## src/rtl/aes_round_ctrl.sv

```systemverilog
// aes_round_ctrl: sequences one AES block encryption through the datapath.
// A Moore FSM walks LOAD -> KEY/ARK -> (SB_GO, SB_WAIT, SR, [MC], KEY, ARK)*
// -> DONE. It handshakes with the key schedule (rk_req/rk_ack) and with the
// multi-cycle sub_bytes unit (sb_start/sb_done). A stalled sub_bytes unit
// raises a sticky error flag after TIMEOUT wait cycles.
module aes_round_ctrl #(
    parameter int NR      = 10,
    parameter int TIMEOUT = 255
) (
    input  logic       clk,
    input  logic       rst,
    input  logic       start_i,
    input  logic       abort_i,
    output logic       load_o,
    output logic       rk_req_o,
    output logic [3:0] rk_idx_o,
    input  logic       rk_ack_i,
    output logic       ark_en_o,
    output logic       sb_start_o,
    input  logic       sb_done_i,
    output logic       sr_en_o,
    output logic       mc_en_o,
    output logic [3:0] round_o,
    output logic       busy_o,
    output logic       done_o,
    output logic       err_o
);

    localparam logic [3:0] LP_NR       = 4'(NR);
    // Last value the wait counter reaches; sb_done_i may still win on it.
    localparam logic [7:0] LP_TMO_LAST = 8'(TIMEOUT - 1);

    typedef enum logic [3:0] {
        S_IDLE,
        S_LOAD,
        S_KEY,
        S_ARK,
        S_SB_GO,
        S_SB_WAIT,
        S_SR,
        S_MC,
        S_DONE
    } state_t;

    state_t     r_state;
    state_t     w_state_nxt;
    logic [3:0] r_round;
    logic [3:0] w_round_nxt;
    logic       r_err;
    logic       w_err_nxt;
    logic [7:0] r_cnt;
    logic [7:0] w_cnt_nxt;

    // State, round index, error flag and wait counter registers.
    always_ff @(posedge clk) begin
        if (rst) begin
            r_state <= S_IDLE;
            r_round <= 4'd0;
            r_err   <= 1'b0;
            r_cnt   <= 8'd0;
        end else begin
            r_state <= w_state_nxt;
            r_round <= w_round_nxt;
            r_err   <= w_err_nxt;
            r_cnt   <= w_cnt_nxt;
        end
    end

    // Next-state logic; abort leaves round and error untouched.
    always_comb begin
        w_state_nxt = r_state;
        w_round_nxt = r_round;
        w_err_nxt   = r_err;
        w_cnt_nxt   = r_cnt;
        if (abort_i && (r_state != S_IDLE)) begin
            w_state_nxt = S_IDLE;
        end else begin
            case (r_state)
                S_IDLE: begin
                    if (start_i && !abort_i) begin
                        w_state_nxt = S_LOAD;
                        w_round_nxt = 4'd0;
                        w_err_nxt   = 1'b0;
                    end
                end
                S_LOAD: w_state_nxt = S_KEY;
                S_KEY: begin
                    if (rk_ack_i) begin
                        w_state_nxt = S_ARK;
                    end
                end
                S_ARK: begin
                    if (r_round == LP_NR) begin
                        w_state_nxt = S_DONE;
                    end else begin
                        w_round_nxt = r_round + 4'd1;
                        w_state_nxt = S_SB_GO;
                    end
                end
                S_SB_GO: begin
                    w_state_nxt = S_SB_WAIT;
                    w_cnt_nxt   = 8'd0;
                end
                S_SB_WAIT: begin
                    if (sb_done_i) begin
                        w_state_nxt = S_SR;
                    end else if (r_cnt == LP_TMO_LAST) begin
                        w_err_nxt   = 1'b1;
                        w_state_nxt = S_DONE;
                    end else begin
                        w_cnt_nxt = r_cnt + 8'd1;
                    end
                end
                S_SR: begin
                    // The final round skips MixColumns.
                    if (r_round < LP_NR) begin
                        w_state_nxt = S_MC;
                    end else begin
                        w_state_nxt = S_KEY;
                    end
                end
                S_MC:    w_state_nxt = S_KEY;
                S_DONE:  w_state_nxt = S_IDLE;
                default: w_state_nxt = S_IDLE;
            endcase
        end
    end

    // Moore strobes decoded from the registered state.
    always_comb begin
        load_o     = 1'b0;
        rk_req_o   = 1'b0;
        ark_en_o   = 1'b0;
        sb_start_o = 1'b0;
        sr_en_o    = 1'b0;
        mc_en_o    = 1'b0;
        done_o     = 1'b0;
        case (r_state)
            S_LOAD:  load_o     = 1'b1;
            S_KEY:   rk_req_o   = 1'b1;
            S_ARK:   ark_en_o   = 1'b1;
            S_SB_GO: sb_start_o = 1'b1;
            S_SR:    sr_en_o    = 1'b1;
            S_MC:    mc_en_o    = 1'b1;
            S_DONE:  done_o     = 1'b1;
            default: begin
            end
        endcase
    end

    assign busy_o   = (r_state != S_IDLE);
    assign rk_idx_o = r_round;
    assign round_o  = r_round;
    assign err_o    = r_err;

endmodule

```

## config.mk

```make
export PLATFORM = sky130hd
export DESIGN_NAME = aes_round_ctrl
export DESIGN_NICKNAME = d
export VERILOG_FILES = /design/src/rtl/aes_round_ctrl.sv
export SDC_FILE = /design/constraint.sdc
export NUM_CORES = 1
export LEC_CHECK = 0
export CORE_ASPECT_RATIO = 0.75
export CORE_MARGIN = 3
export CORE_UTILIZATION = 35
export CTS_CLUSTER_DIAMETER = 200
export DETAILED_ROUTE_END_ITERATION = 7
export PLACE_DENSITY = 0.61
export REMOVE_ABC_BUFFERS = 1
export SETUP_SLACK_MARGIN = 0.15
export SLEW_MARGIN = 25
export SYNTH_ARGS = -nofsm -noshare
export SYNTH_HDL_FRONTEND = slang
export SYNTH_SLANG_ARGS = --single-unit
```

## constraint.sdc

```tcl
create_clock -name clk -period 4.1 [get_ports clk]
set_clock_uncertainty 0.05 [all_clocks]
set_input_delay 0.82 -clock clk [delete_from_list [all_inputs] [get_ports clk]]
set_output_delay 0.82 -clock clk [all_outputs]
set_load 0.01 [all_outputs]
```

==> metrics.md, run 1 <==
| Metric | Value |
|---|---|
| Status | `finished, final reports clean` |
| Cell taking the most area after synthesis | `dfxtp_1` |
| Worst min-delay path class | `reg -> reg` |
| Initial drt markers | `60` |
| Worst path required time | `3.23 ns` |
| Nature of the critical path endpoint | `output port` |
| Share of layout cells above drive strength 1 | `0.0987` |
| Drt drc | `0` |
| VDD IR max | `226 uV` |
| Sw Ratio | `0.306` |
| Initial Utilization | `0.377` |
| Design area | `1390 um2` |
| Crit path cell chain | `inv_1, nor3_1, and2_1, clkdlybuf4s50_1` |
| Yosys warns | `0` |
| CP max stage cell | `dfxtp_1` |
| CTS Buf Count | `3` |
| CP arrival | `1.90 ns` |
| First-pass DRT Iterations | `4` |
| Die Area | `3980 um2` |
| Gr usage total | `0.149` |
| Mean Syn Cell Area | `8.31 um2` |
| Most frequent cells in the layout | `22 x clkdlybuf4s50_1, 17 x dfxtp_1, 11 x nor2_1` |
| Worst-Margin Slew | `0.594 ns` |
| Net Switching | `123 uW` |
| Slew HR | `0.602` |
| Final setup TNS | `0 ns` |
| Gate power share | `0.199` |
| Die height | `55.4 um` |
| Count of final hold-check violations | `0` |
| Setup Viol. Count Final | `0` |
| Max Cap Viol | `0` |
| Footprint of the multi-input gates | `712 um2` |
| Wirelength per Cell | `14.7 um` |
| Root Buffer | `clkbuf_8` |
| Seq. cell area | `340 um2` |
| CP max stage delay | `0.58 ns` |
| Met1 WL | `1370 um` |
| Routed length on met3 | `142 um` |
| Routed vias/inst | `5.85` |
| Cell area after synthesis | `1140 um2` |
| Drt total wl | `2800 um` |
| Cell row count | `17` |
| Setup bufs post-CTS | `0` |
| PnR Total Power | `401 uW` |
| Post-synthesis sequential area ratio | `0.299` |
| Synth-to-layout area growth | `22.2%` |
| Hold-fix buffers, CTS | `0` |
| Clock slew at reported path FFs | `0.08 ns` |
| Global-route wire length before repair | `4890 um` |
| Met2 WL post-DR | `1250 um` |
| Die extent in x | `71.9 um` |
| Gpl congestion | `0.782` |
| I/O pin count | `23` |
| Max-slew violation count | `0` |
| Startpoint types | `register` |
| Final worst path period need | `2.77 ns` |
| Top sig layer | `met4` |
| Worst-path fanout max | `12` |
| Primary FF master, synth | `dfxtp_1` |
| Vias in the first global route | `1,048` |
| # nets final | `163` |
| Sequential power share | `0.467` |
| CTS resizes | `0` |
| DP Wirelength | `2140 um` |
| Fin worst setup slack | `1.33 ns` |
| Commonest non-fill, non-tap cell in the layout | `clkdlybuf4s50_1` |
| CTS tree | `yes` |
| RSZ-0062 raised after global routing | `no` |
| Routed vias | `1,112` |
| Pwr/cell area | `288 nW/um2` |
| Area contributors post-synth | `dfxtp_1 30%, ha_1 4.4%, nor2_1 3.6%` |
| Static leakage | `0.480 nW` |
| Dpl cell area | `1340 um2` |
| Clock sink count | `17` |
| Post-synth top area share | `0.299` |
| # fillers | `309` |
| Largest net degree at the start of global routing | `16` |
| PortBufs | `22` |
| GRT Residual Overflow | `0` |
| Final antenna-violating net count | `0` |
| Core Area | `3020 um2` |
| Tcrit/Tclk final | `0.677` |
| Clock tree buffer depth | `2` |
| Max Fclk | `360 MHz` |
| Post-synthesis instance total | `137` |
| Clock latency on the worst-skew pair | `0.26 ns` |
| Post-synth EDFFs | `0` |
| Register bit total from synthesis | `17` |
| Clock power frac | `0.334` |
| Initial antenna violation count | `0` |
| Cell variety after synth | `51` |
| Internal Power | `279 uW` |
| Htree depth | `1` |
| Async set-reset flop share out of synthesis | `0` |
| Setup slack at placement | `1.52 ns` |
| Critical path class | `reg -> out` |
| Ant diodes | `0` |
power by group through the flow:
stage	Combinational [mW]	Sequential, mW	Clock (mW)
CTS	0.0804	0.187	0.137
global route	0.0884	0.190	0.144
finish	0.0799	0.187	0.134
floorplan	0.0434	0.188	0
global placement	0.0789	0.191	0
detailed placement	0.0801	0.191	0
routing by layer:
layer	vias to the layer above	global-route usage
li1	546	-
met1	533	0.217
met2	29	0.219
met3	4	0.0327
met4	0	0.0429
met5	-	0
registers in the layout, indices dropped and copies added (netlist names):
name,count
r_cnt,8
r_state,4
err_o,1
rk_idx_o,4
layout make-up:
class / count / area share
Multi-Input combinational cell: 103 / 0.512
Clock inverter: 1 / 0.00540
Sequential cell: 17 / 0.245
Clock buffer: 3 / 0.0297
Tap cell: 38 / 0.0342
Timing Repair Buffer: 22 / 0.158
Inverter: 6 / 0.0162
worst max-delay path: cells and delay by family, from the launching register on:
family	cells	cell delay, ns
buf+inv	2	0.66
flops	1	0.58
simple gates	2	0.40
cell usage after synthesis, types with 2 or more instances:
| cell | n |
|---|---|
| nand4_1 | 2 |
| buf_4 | 4 |
| dfxtp_1 | 17 |
| or3_1 | 4 |
| nand2_1 | 10 |
| o31ai_1 | 4 |
| a21o_1 | 2 |
| o311ai_0 | 2 |
| ha_1 | 4 |
| a22oi_1 | 3 |
| nand2b_1 | 2 |
| a21oi_1 | 6 |
| and3_1 | 2 |
| and2_1 | 3 |
| nor3_1 | 7 |
| mux2_2 | 2 |
| nand3_1 | 5 |
| o21ai_0 | 5 |
| nor2_1 | 11 |
| buf_2 | 6 |
| or4_1 | 2 |
| inv_1 | 5 |
logic make-up after synthesis:
family,count (synthesis),synth area share
AND/OR/NAND/NOR,60,0.314
AO/OA/AOI/OAI,37,0.247
buffers and inverters,17,0.0758
flip-flops,17,0.299
adder cells (fa/ha/maj),4,0.0440
multiplexers,2,0.0198
final timing paths:
| kind | start | cells after the start | slack (ns) | end |
|---|---|---|---|---|
| hold reg to reg | err_o | 2 | 0.47 | err_o |
| setup reg to reg | r_state[0] | 4 | 2.10 | r_cnt[0] |
| setup / recovery | r_state[2] | 4 | 1.33 | sr_en_o |
| hold / removal | err_o | 2 | 0.47 | err_o |
stage by stage:
step	utilization	cells	hold WS, ns
6_report	0.461	190	0.469
5_1_grt	0.461	190	0.506
4_1_cts	0.461	190	0.479
3_5_place_dp	0.444	186	0.464
3_3_place_gp	0.444	186	0.464
2_1_floorplan	-	126	0.435
No activity file was read; power rests on OpenSTA's default activity.
==> inputs of run 2 (changes only) <==
- clock period: 4.1 -> 2.69 ns (I/O delays scaled with it)
==> run 2 against run 1 <==
Effect of this change: wire length increased by 1.3%; clock power is 49% higher; design area rose by 0.54%; core utilization increased by 0.25 points; worst setup slack got worse by 0.99 ns; die area did not move; non-clock buffer count increased by 1; global-route usage about the same; combinational power up 63%; critical path type unchanged; critical endpoint is now busy_o; largest cell class unchanged.
==> metrics.md, run 2 (synthesis gave the netlist of run 1 again) <==
| Metric | Value |
|---|---|
| Slew HR | `0.597` |
| Die height | `55.4 um` |
| Max Cap Viol | `0` |
| Worst-Margin Slew | `0.602 ns` |
| Worst Path Buf+Inv | `3` |
| Setup Viol. Count Final | `0` |
| Initial antenna violation count | `0` |
| DP Wirelength | `2190 um` |
| Gpl congestion | `0.780` |
| Most frequent cells in the layout | `22 x clkdlybuf4s50_1, 15 x dfxtp_1, 11 x nor2_1` |
| Tcrit/Tclk final | `0.877` |
| I/O pin count | `23` |
| Footprint of the multi-input gates | `712 um2` |
| First-pass DRT Iterations | `4` |
| Setup slack at placement | `0.401 ns` |
| Routed vias/inst | `5.69` |
| Htree depth | `1` |
| Core Area | `3020 um2` |
| Clock tree buffer depth | `2` |
| Final antenna-violating net count | `0` |
| Die Area | `3980 um2` |
| Critical path class | `reg -> out` |
| Ant diodes | `0` |
| Worst path required time | `2.10 ns` |
| VDD IR max | `219 uV` |
| Worst-path fanout max | `9` |
| Drt total wl | `2830 um` |
| CP max stage cell | `clkdlybuf4s50_1` |
| Worst min-delay path class | `reg -> reg` |
| Initial drt markers | `77` |
| Crit path cell chain | `buf_4, nor4_4, inv_2, clkdlybuf4s50_1` |
| Startpoint types | `register` |
| Wirelength per Cell | `14.8 um` |
| Gr usage total | `0.150` |
| Crit-path leading delay family | `buffers and inverters` |
| # fillers | `304` |
| Max FFs per register | `8` |
| Fin worst setup slack | `0.331 ns` |
| Drt drc | `0` |
| Final setup TNS | `0 ns` |
| CP arrival | `1.77 ns` |
| Count of final hold-check violations | `0` |
| Share of layout cells above drive strength 1 | `0.118` |
| Global-route wire length before repair | `4750 um` |
| Initial Utilization | `0.377` |
| Setup bufs post-CTS | `0` |
| CP max stage delay | `0.50 ns` |
| Routed vias | `1,087` |
| Final worst path period need | `2.36 ns` |
| PortBufs | `22` |
| CTS tree | `yes` |
| Status | `finished, final reports clean` |
| CTS Buf Count | `3` |
| Synth-to-layout area growth | `22.9%` |
| Commonest non-fill, non-tap cell in the layout | `clkdlybuf4s50_1` |
| Static leakage | `0.490 nW` |
| Vias in the first global route | `940` |
| GRT Residual Overflow | `0` |
| Cell row count | `17` |
| Clock slew at reported path FFs | `0.07 ns` |
| Top reg by flops | `r_cnt` |
| Largest net degree at the start of global routing | `16` |
| Hold-fix buffers, CTS | `0` |
| Root Buffer | `clkbuf_8` |
| # nets final | `164` |
| Seq. cell area | `343 um2` |
| Die extent in x | `71.9 um` |
| Nature of the critical path endpoint | `output port` |
| Max-slew violation count | `0` |
| Max Fclk | `424 MHz` |
| Clock latency on the worst-skew pair | `0.26 ns` |
| Post-layout util | `0.463` |
| Pwr/cell area | `438 nW/um2` |
| Clock sink count | `17` |
| PnR Total Power | `612 uW` |
| RSZ-0062 raised after global routing | `no` |
## run 2: cell count changes in the layout (fill, tap and decap cells not counted)
| cell | previous run | this run |
|---|---|---|
| dfxtp_2 | 0 | 2 |
| buf_4 | 0 | 1 |
| clkinv_2 | 0 | 1 |
| clkinvlp_4 | 1 | 0 |
| dfxtp_1 | 17 | 15 |
## run 2: final timing paths
path                    from       end  slack [ns]  cells after the start
setup / recovery  r_state[1]    busy_o        0.33                      4
hold / removal         err_o     err_o        0.47                      2
setup reg to reg  r_state[1]  r_cnt[0]        0.65                      5
hold reg to reg        err_o     err_o        0.47                      2
## run 2: timing repair
item / in CTS / in global routing
endpoints found under the hold margin: 0 / 0
endpoints found under the setup margin: 0 / 3
gates resized for setup: 0 / 2
## run 2: through the flow
step                      hold slack [ns]  instance area, um2  cells
final                               0.471                1400    191
after global routing                0.514                1400    191
after CTS                           0.485                1400    191
after detailed placement            0.468                1350    187
after global placement              0.464                1350    187
after floorplan                     0.435                1070    126
## run 2: worst register-to-register path, stage by stage (launching register included)
cell and delay [ns]:
dfxtp_1 0.40, buf_4 0.20, nand4bb_1 0.44, or3_4 0.54
a21oi_4 0.19, mux2_2 0.18
## run 2: layout make-up
| cell class | count | area share |
|---|---|---|
| tap | 38 | 0.0340 |
| clock buffer | 3 | 0.0295 |
| multi-input combinational | 103 | 0.509 |
| timing repair buffer | 23 | 0.163 |
| inverter | 6 | 0.0161 |
| clock inverter | 1 | 0.00358 |
| sequential | 17 | 0.245 |
## run 2: routing by layer
| metal | vias to the layer above | share of wire | track usage |
|---|---|---|---|
| met4 | 0 | 0.014 | 0.0483 |
| met5 | - | 0 | 0 |
| met1 | 501 | 0.50 | 0.218 |
| li1 | 551 | - | - |
| met3 | 5 | 0.062 | 0.0491 |
| met2 | 30 | 0.42 | 0.204 |
## run 2: where the power goes
part	leakage [nW]	switching, mW	internal (mW)
sequential	0.138	0.0220	0.260
clock	0.0255	0.0964	0.103
combinational	0.326	0.0668	0.0636
==> inputs of run 3 (changes only) <==
- CORE_MARGIN: 3 -> 2
- GPL_TIMING_DRIVEN: default -> 0
- PLACE_DENSITY: 0.61 -> 0.63
- clock period: 2.69 -> 1.9 ns (I/O delays scaled with it)
==> run 3 against run 2 <==
Effect of this change: sequential cell count stayed put; design area is 11% higher; via count is 6.6% higher; clock power is 37% higher; combinational power is 94% higher; critical path depth is 1 higher; first-iteration DRC count is 35% lower; critical path type is now in -> reg; global-route usage is 2.2 points higher; die area is 6.3% lower; wire length is 9.6% higher; non-clock buffer count is 10 higher; worst hold slack better by 0.010 ns.
==> metrics.md, run 3 (synthesis gave the netlist of run 1 again) <==
| Metric | Value |
|---|---|
| Internal Power | `637 uW` |
| Gr usage total | `0.172` |
| Top sig layer | `met4` |
| Htree depth | `1` |
| I/O pin count | `23` |
| Critical path class | `in -> reg` |
| Static leakage | `0.576 nW` |
| Dpl cell area | `1340 um2` |
| Max Fclk | `568 MHz` |
| # nets final | `174` |
| Global-route wire length before repair | `4890 um` |
| Routed vias | `1,159` |
| Pwr/cell area | `592 nW/um2` |
| Worst r2r src | `r_cnt[1]` |
| Final antenna-violating net count | `0` |
| Min-delay src | `rk_idx_o[3]` |
| Fin worst setup slack | `0.139 ns` |
| Tcrit/Tclk final | `0.927` |
| Die Area | `3730 um2` |
| Commonest non-fill, non-tap cell in the layout | `clkdlybuf4s50_1` |
| Startpoint types | `input port` |
| First-pass DRT Iterations | `4` |
| Worst Hold Path EP | `rk_idx_o[3]` |
| Vias in the first global route | `981` |
| Max-slew violation count | `0` |
| Ant diodes | `0` |
| Clock slew at reported path FFs | `0.07 ns` |
| Synth-to-layout area growth | `35.9%` |
| Clock tree buffer depth | `2` |
| Cell row count | `17` |
| Slew HR | `0.705` |
| Initial antenna violation count | `0` |
| Path depth of the worst reg2reg path | `5` |
| Met2 WL post-DR | `1470 um` |
| GRT Residual Overflow | `0` |
| Root Buffer | `clkbuf_8` |
| CTS Buf Count | `3` |
| Core Area | `3020 um2` |
| RSZ-0062 raised after global routing | `yes` |
| Worst path required time | `2.04 ns` |
| Top reg by flops | `r_cnt` |
| Clock latency on the worst-skew pair | `0.25 ns` |
| Largest net degree at the start of global routing | `13` |
| Count of final hold-check violations | `0` |
| Sequential power share | `0.427` |
| Net Switching | `280 uW` |
| Clock power frac | `0.298` |
| Max FFs per register | `8` |
| Gate power share | `0.275` |
| Worst Hold Depth | `2` |
| Design area | `1550 um2` |
| Worst min-delay path class | `reg -> reg` |
| Sw Ratio | `0.305` |
| Initial Utilization | `0.377` |
| Routed vias/inst | `5.77` |
| Max Cap Viol | `0` |
| Initial drt markers | `50` |
| Reg-to-Reg End | `r_state[2]` |
| Worst-Margin Slew | `0.441 ns` |
| Met1 WL | `1440 um` |
| Most frequent cells in the layout | `12 x clkdlybuf4s50_1, 11 x buf_4, 10 x nand2_1, 10 x nor2_1, 10 x dfxtp_1` |
| CP arrival | `1.90 ns` |
| Gpl congestion | `0.894` |
| Routed length on met3 | `160 um` |
| Drt total wl | `3110 um` |
| Setup Viol. Count Final | `0` |
| DP Wirelength | `2080 um` |
| Die extent in x | `69.9 um` |
| PortBufs | `22` |
| Status | `finished, final reports clean` |
| Clock sink count | `17` |
| Share of layout cells above drive strength 1 | `0.294` |
| Drt drc | `0` |
| VDD IR max | `430 uV` |
| Setup slack at placement | `-0.254 ns` |
| Minimum setup slack among reg-to-reg paths | `0.20 ns` |
| Nature of the critical path endpoint | `register` |
| Final worst path period need | `1.76 ns` |
| CTS tree | `yes` |
| Die height | `53.4 um` |
| Worst-path fanout max | `8` |
| Wirelength per Cell | `15.5 um` |
[run 3: changes by cell type in the layout (fill, tap and decap cells not counted), sizes merged]
| cell | before | now |
|---|---|---|
| dlymetal6s2s | 0 | 1 |
| dlygate4sd2 | 0 | 4 |
| clkinv | 1 | 0 |
| clkdlybuf4s50 | 22 | 12 |
| clkbuf | 3 | 7 |
| buf | 1 | 13 |
[run 3: how the worst max path moves through the flow]
stage,from,to,slack (ns),cells past startpoint
6_report,start_i,rk_idx_o[3],0.14,5
5_1_grt,start_i,rk_idx_o[3],0.11,5
4_1_cts,r_state[2],sr_en_o,0.14,4
3_5_place_dp,abort_i,rk_idx_o[3],-0.25,4
3_3_place_gp,abort_i,rk_idx_o[3],-0.23,4
2_1_floorplan,rk_idx_o[0],rk_idx_o[3],0.10,6
[run 3: metrics by stage]
step | util | hold slack (ns) | std cells | total power, mW | setup TNS, ns
after floorplan | - | 0.402 | 126 | 0.500 | 0
after global placement | 0.444 | 0.460 | 186 | 0.578 | -1.51
after detailed placement | 0.444 | 0.455 | 186 | 0.584 | -2.16
after CTS | 0.501 | 0.485 | 199 | 0.908 | 0
after global routing | 0.512 | 0.515 | 201 | 0.962 | 0
final | 0.512 | 0.481 | 201 | 0.916 | 0
[run 3: critical path, cell delays in order]
cell	delay, ns
clkdlybuf4s50_1	0.50
nor3b_2	0.27
a31oi_4	0.09
or4_1	0.52
a21oi_1	0.14
[run 3: what timing repair did]
| action | in CTS | in global routing |
|---|---|---|
| pin swaps | 1 | 3 |
| setup buffers | 9 | 2 |
| hold buffers | 0 | 0 |
| endpoints found under the setup margin | 22 | 16 |
| resized for setup | 37 | 12 |
[run 3: power groups by stage]
| stage | Sequential [mW] | Clock, mW | Combinational (mW) |
|---|---|---|---|
| after floorplan | 0.407 | 0 | 0.0936 |
| after global placement | 0.411 | 0 | 0.167 |
| after detailed placement | 0.413 | 0 | 0.170 |
| after CTS | 0.390 | 0.279 | 0.238 |
| after global routing | 0.394 | 0.297 | 0.271 |
| final | 0.392 | 0.273 | 0.252 |
[run 3: cell type report]
cell class,instances,area [um2]
Sequential cell,17,362
Inverter,6,22.5
Multi-Input combinational cell,103,796
Fill cell,298,1470
Tap cell,38,47.5
Clock buffer,4,45.0
Timing Repair Buffer,33,275
[run 3: per-layer routing]
layer	track usage	vias up
met4	0.0481	0
met3	0.0514	4
li1	-	574
met2	0.298	35
met1	0.208	546
met5	0	-
